[config.mk]
export PLATFORM = sky130hd
export DESIGN_NAME = dirty_flush_ctrl
export DESIGN_NICKNAME = d
export VERILOG_FILES = /design/src/rtl/dirty_flush_ctrl_pkg.sv /design/src/rtl/dirty_flush_ctrl_dirty_bits.sv /design/src/rtl/dirty_flush_ctrl.sv
export SDC_FILE = /design/constraint.sdc
export NUM_CORES = 1
export LEC_CHECK = 0
export ABC_AREA = 1
export CAP_MARGIN = 20
export CORE_UTILIZATION = 30
export CTS_BUF_LIST = sky130_fd_sc_hd__clkbuf_8
export DETAILED_ROUTE_END_ITERATION = 16
export PLACE_DENSITY = 0.51
export SLEW_MARGIN = 0
export SYNTH_ARGS = -nofsm -noshare
export SYNTH_HDL_FRONTEND = slang
export SYNTH_SLANG_ARGS = --single-unit
[constraint.sdc]
create_clock -name clk -period 1.85 [get_ports clk]
set_clock_uncertainty 0.15 [all_clocks]
set_input_delay 0.185 -clock clk [delete_from_list [all_inputs] [get_ports clk]]
set_output_delay 0.185 -clock clk [all_outputs]
set_load 0.005 [all_outputs]
[src/rtl/dirty_flush_ctrl_pkg.sv]
// Shared cache types: flush FSM state encoding and per-state output decode.
package dirty_flush_ctrl_pkg;

    typedef enum logic [1:0] {
        ST_IDLE = 2'd0,
        ST_SCAN = 2'd1,
        ST_WB   = 2'd2,
        ST_DONE = 2'd3
    } flush_state_e;

    function automatic logic state_busy(input flush_state_e st);
        return (st != ST_IDLE) ? 1'b1 : 1'b0;
    endfunction

    function automatic logic state_wb(input flush_state_e st);
        return (st == ST_WB) ? 1'b1 : 1'b0;
    endfunction

    function automatic logic state_done(input flush_state_e st);
        return (st == ST_DONE) ? 1'b1 : 1'b0;
    endfunction

endpackage

[src/rtl/dirty_flush_ctrl_dirty_bits.sv]
// One dirty bit per set with an indexed set port and an indexed clear port;
// a set and a clear to the same index in one cycle leaves the bit set.
module dirty_bit_array #(
    parameter int s_index  = 3,
    parameter int num_sets = 2**s_index
) (
    input  logic                clk,
    input  logic                rst_n,
    input  logic                set_en,
    input  logic [s_index-1:0]  set_index,
    input  logic                clr_en,
    input  logic [s_index-1:0]  clr_index,
    output logic [num_sets-1:0] dirty
);

    logic [num_sets-1:0] dirty_r;
    logic [num_sets-1:0] dirty_nxt_s;

    // Next-state of every bit: set has priority over clear.
    always_comb begin
        dirty_nxt_s = dirty_r;
        for (int i = 0; i < num_sets; i++) begin
            if (set_en && (set_index == s_index'(i))) begin
                dirty_nxt_s[i] = 1'b1;
            end else if (clr_en && (clr_index == s_index'(i))) begin
                dirty_nxt_s[i] = 1'b0;
            end else begin
                dirty_nxt_s[i] = dirty_r[i];
            end
        end
    end

    // Bit storage with asynchronous clear-all.
    always_ff @(posedge clk or negedge rst_n) begin
        if (!rst_n) begin
            dirty_r <= {num_sets{1'b0}};
        end else begin
            dirty_r <= dirty_nxt_s;
        end
    end

    assign dirty = dirty_r;

endmodule

[src/rtl/dirty_flush_ctrl.sv]
// Dirty-set tracker with a flush sequencer that scans every set once and
// issues a writeback for each dirty set it finds.
module dirty_flush_ctrl
    import dirty_flush_ctrl_pkg::*;
#(
    parameter int s_index  = 3,
    parameter int num_sets = 2**s_index
) (
    input  logic               clk,
    input  logic               rst_n,
    input  logic               mark_dirty,
    input  logic [s_index-1:0] mark_index,
    input  logic [s_index-1:0] query_index,
    output logic               query_dirty,
    input  logic               flush_req,
    output logic               busy,
    output logic               flush_done,
    output logic               wb_req,
    output logic [s_index-1:0] wb_index,
    input  logic               wb_ack
);

    localparam logic [s_index-1:0] LAST_IDX = s_index'(num_sets - 1);

    flush_state_e        state_r;
    flush_state_e        state_nxt_s;
    logic [s_index-1:0]  ptr_r;
    logic [s_index-1:0]  ptr_nxt_s;
    logic                busy_r;
    logic                wb_req_r;
    logic                flush_done_r;
    logic                clr_en_s;
    logic                ptr_dirty_s;
    logic                ptr_last_s;
    logic [num_sets-1:0] dirty_s;

    dirty_bit_array #(
        .s_index  (s_index),
        .num_sets (num_sets)
    ) u_dirty (
        .clk       (clk),
        .rst_n     (rst_n),
        .set_en    (mark_dirty),
        .set_index (mark_index),
        .clr_en    (clr_en_s),
        .clr_index (ptr_r),
        .dirty     (dirty_s)
    );

    // Read muxes for the external query and the scan pointer.
    always_comb begin
        query_dirty = 1'b0;
        ptr_dirty_s = 1'b0;
        for (int i = 0; i < num_sets; i++) begin
            query_dirty = (query_index == s_index'(i)) ? dirty_s[i] : query_dirty;
            ptr_dirty_s = (ptr_r == s_index'(i)) ? dirty_s[i] : ptr_dirty_s;
        end
    end

    assign ptr_last_s = (ptr_r == LAST_IDX) ? 1'b1 : 1'b0;

    // Flush sequencer next-state; the scan stops at the last set, never wraps.
    always_comb begin
        state_nxt_s = state_r;
        ptr_nxt_s   = ptr_r;
        clr_en_s    = 1'b0;
        case (state_r)
            ST_IDLE: begin
                if (flush_req) begin
                    state_nxt_s = ST_SCAN;
                    ptr_nxt_s   = {s_index{1'b0}};
                end else begin
                    state_nxt_s = ST_IDLE;
                end
            end
            ST_SCAN: begin
                if (ptr_dirty_s) begin
                    state_nxt_s = ST_WB;
                end else if (ptr_last_s) begin
                    state_nxt_s = ST_DONE;
                end else begin
                    state_nxt_s = ST_SCAN;
                    ptr_nxt_s   = ptr_r + s_index'(1);
                end
            end
            ST_WB: begin
                if (wb_ack) begin
                    clr_en_s = 1'b1;
                    if (ptr_last_s) begin
                        state_nxt_s = ST_DONE;
                    end else begin
                        state_nxt_s = ST_SCAN;
                        ptr_nxt_s   = ptr_r + s_index'(1);
                    end
                end else begin
                    state_nxt_s = ST_WB;
                end
            end
            ST_DONE: begin
                state_nxt_s = ST_IDLE;
            end
            default: begin
                state_nxt_s = ST_IDLE;
            end
        endcase
    end

    // State, pointer and outputs registered together, decoded from next state.
    always_ff @(posedge clk or negedge rst_n) begin
        if (!rst_n) begin
            state_r      <= ST_IDLE;
            ptr_r        <= {s_index{1'b0}};
            busy_r       <= 1'b0;
            wb_req_r     <= 1'b0;
            flush_done_r <= 1'b0;
        end else begin
            state_r      <= state_nxt_s;
            ptr_r        <= ptr_nxt_s;
            busy_r       <= state_busy(state_nxt_s);
            wb_req_r     <= state_wb(state_nxt_s);
            flush_done_r <= state_done(state_nxt_s);
        end
    end

    assign busy       = busy_r;
    assign wb_req     = wb_req_r;
    assign flush_done = flush_done_r;
    assign wb_index   = ptr_r;

endmodule

==> impl_metrics.tcl <==
set metrics [dict create \
    wl_per_cell_um 11.2 \
    start_kind "register" \
    seq_area_frac_synth_pct 36.7 \
    fin_nets 201 \
    overflow 0 \
    cts_buffers 3 \
    synth.ff_latch_count 16 \
    grt_pass1_wl_um 4150 \
    dp_slack_ns -0.243 \
    htree_levels 1 \
    slew_viol_final 0 \
    syn-cell-area_um2 1090 \
    clk_pin_slew_ns 0.07 \
    worstSkewPairLatency_ns 0.26 \
    ir_drop_mv 0.617 \
    drc 0 \
    grt_pass1_vias 997 \
    setup_viol 0 \
    die_h_um 62.3 \
    grt_max_degree 17 \
    placement.io_buffers 17 \
    synth_top_area_cell "dfrtp_1" \
    routed_wl_um 2520 \
    dieArea_um2 3880 \
    cts_hold_buf 0 \
    yosys_warnings 0 \
    p_leak_uw 0.000721 \
    die_x_um 62.3 \
    syn_area_per_cell_um2 7.32 \
    gp_congestion 0.781 \
    yosysMostFrequentCell "nand2_1" \
    hold_path.class "input port to async pin" \
    start_util_pct 31.9 \
    worstPathRequired_ns 1.85 \
    crit_path_end_kind "register" \
    maxCapViolCount 0 \
    cts_tree "yes" \
    ys_types 22 \
    synth_edf_count 0 \
    worst_pin_slew_ns 0.341 \
    clock-sinks 16 \
    gr-usage-all-layers_pct 13.7 \
    root_buffer "clkbuf_8" \
    period_minus_slack_ns 1.84 \
    synth_fp_nets 170 \
    core_area_um2 3420 \
    n_antenna_cell 0 \
    status "finished clean" \
    synthArstFlopShare_pct 100 \
    vias 1005 \
    crit_fanout 4 \
    pin_count 18 \
    drt-initial-drc-count 20 \
    drive_above_1_share_pct 22.3 \
    syn-instance-count 149 \
    fin_ws_ns 0.0146 \
    ctsLongestPathBuffers 2 \
    synthFlopType "dfrtp_1" \
    hpwl_um 1950 \
    yosysTopAreaCellShare_pct 36.7 \
    ant_nets 0 \
    p_per_area_nw_per_um2 1360 \
    num_rows 21 \
    dr.pass1.iters 4 \
    final_cell_count_no_fill 225 \
    via_per_inst 4.47 \
    synth_area_leaders "dfrtp_1 (37%), nand2_1 (14%), ha_1 (11%), inv_1 (9.3%), o21ai_0 (6.0%)" \
    antenna_found_initial 0 \
    relSlewSlack_pct 77.3 \
    synthTopCellsByCount "nand2_1 (40), inv_1 (27), dfrtp_1 (16)" \
    dpl.cell_count 219 \
    path_class "register to register" \
    final_hold_viol_count 0 \
    arrival_ns 1.83 \
    fin_crit_sh_pct 99.2 \
    syn_to_final_growth_pct 38.2 \
    fmax_mhz 545 \
    rsz0062_at_grt "yes" \
]
==> metrics by stage <==
stage | TNS [ns] | hold WS [ns] | cell area, um^2 | utilization [%] | power [uW]
3_5_place_dp | -0.253 | 0.351 | 1370 | 40.0 | 1600
6_report | 0 | 0.101 | 1510 | 44.1 | 2050
2_1_floorplan | 0 | -0.261 | 1090 | - | 1240
4_1_cts | 0 | 0.104 | 1430 | 41.7 | 1930
5_1_grt | -0.879 | 0.120 | 1510 | 44.1 | 2250
3_3_place_gp | -0.194 | 0.351 | 1370 | 40.0 | 1580
==> cells by family after synthesis <==
logic type / count (synthesis) / synth area share (%)
AND/OR/NAND/NOR: 72 / 28.9
AO/OA/AOI/OAI: 22 / 11.6
flip-flops: 16 / 36.7
adder cells (fa/ha/maj): 10 / 11.5
buffers and inverters: 29 / 11.4
==> worst max-delay path: stages, from the launching register on <==
cell and delay [ns]:
dfrtp_2 0.45, inv_2 0.09, ha_2 0.23, nand3_1 0.08, nand2_1 0.08, nand2_1 0.05, nand2_1 0.05, nand2_1 0.04
nand2_1 0.05, nand2_1 0.06, nand2_2 0.10, nand2_1 0.06, nand2_1 0.07, nand2_2 0.07, nand2_2 0.06, nand2_1 0.04
==> repair_timing <==
action | in CTS | in global routing
cloned | 0 | 0
endpoints found under the setup margin | 7 | 9
gates resized for setup | 4 | 18
buffers inserted | 0 | 2
pin swaps | 0 | 4
==> power breakdown <==
part / leakage (uW) / switching [uW] / internal [uW]
clock network: 0.0000288 / 134 / 189
logic: 0.000515 / 630 / 522
registers: 0.000177 / 111 / 468
==> layout by cell type (no fill, tap or decap), drive strengths merged <==
| cell | Yosys | final |
|---|---|---|
| a211oi | 1 | 1 |
| clkbuf | 0 | 4 |
| o31ai | 1 | 1 |
| or2 | 2 | 2 |
| nand2 | 47 | 47 |
| nor2 | 15 | 15 |
| o21ai | 14 | 14 |
| nor3 | 2 | 2 |
| a31oi | 1 | 1 |
| dlygate4sd2 | 0 | 2 |
| inv | 28 | 28 |
| o22ai | 1 | 1 |
| dfrtp | 16 | 16 |
| nand3 | 5 | 5 |
| nand3b | 1 | 1 |
| buf | 1 | 10 |
| clkdlybuf4s50 | 0 | 15 |
| o21a | 2 | 2 |
| ha | 10 | 10 |
| a21oi | 2 | 2 |
==> cell type report <==
type,count,area (um^2)
fill,369,1910
multi-input combinational,104,634
sequential,16,403
timing repair buffer,27,243
inverter,28,115
tap,46,57.6
clock buffer,4,55.1
==> layer usage <==
layer  global-route usage, %  wire (um)
met5                       0          0
met4                    6.98         36
met3                    2.39         78
met2                    24.0       1220
met1                    15.9       1190
==> worst paths after layout <==
kind	startpoint	end	slack, ns	depth (start not counted)
worst max-delay path	wb_index[1]	busy	0.01	15
worst min-delay path	rst_n	u_dirty.dirty[5]	0.10	2
worst max register to register	wb_index[1]	busy	0.01	15
worst min register to register	u_dirty.dirty[2]	u_dirty.dirty[2]	0.36	2
max in group asynchronous	rst_n	wb_index[0]	1.24	2
min in group clk	u_dirty.dirty[2]	u_dirty.dirty[2]	0.36	2
==> state kept, by name (all words and copies together), names as in the netlist <==
register / cells
flush_done: 1
wb_req: 1
u_dirty.dirty: 8
state_r: 2
wb_index: 3
busy: 1
Note: power is estimated with default switching activity, not from simulation.
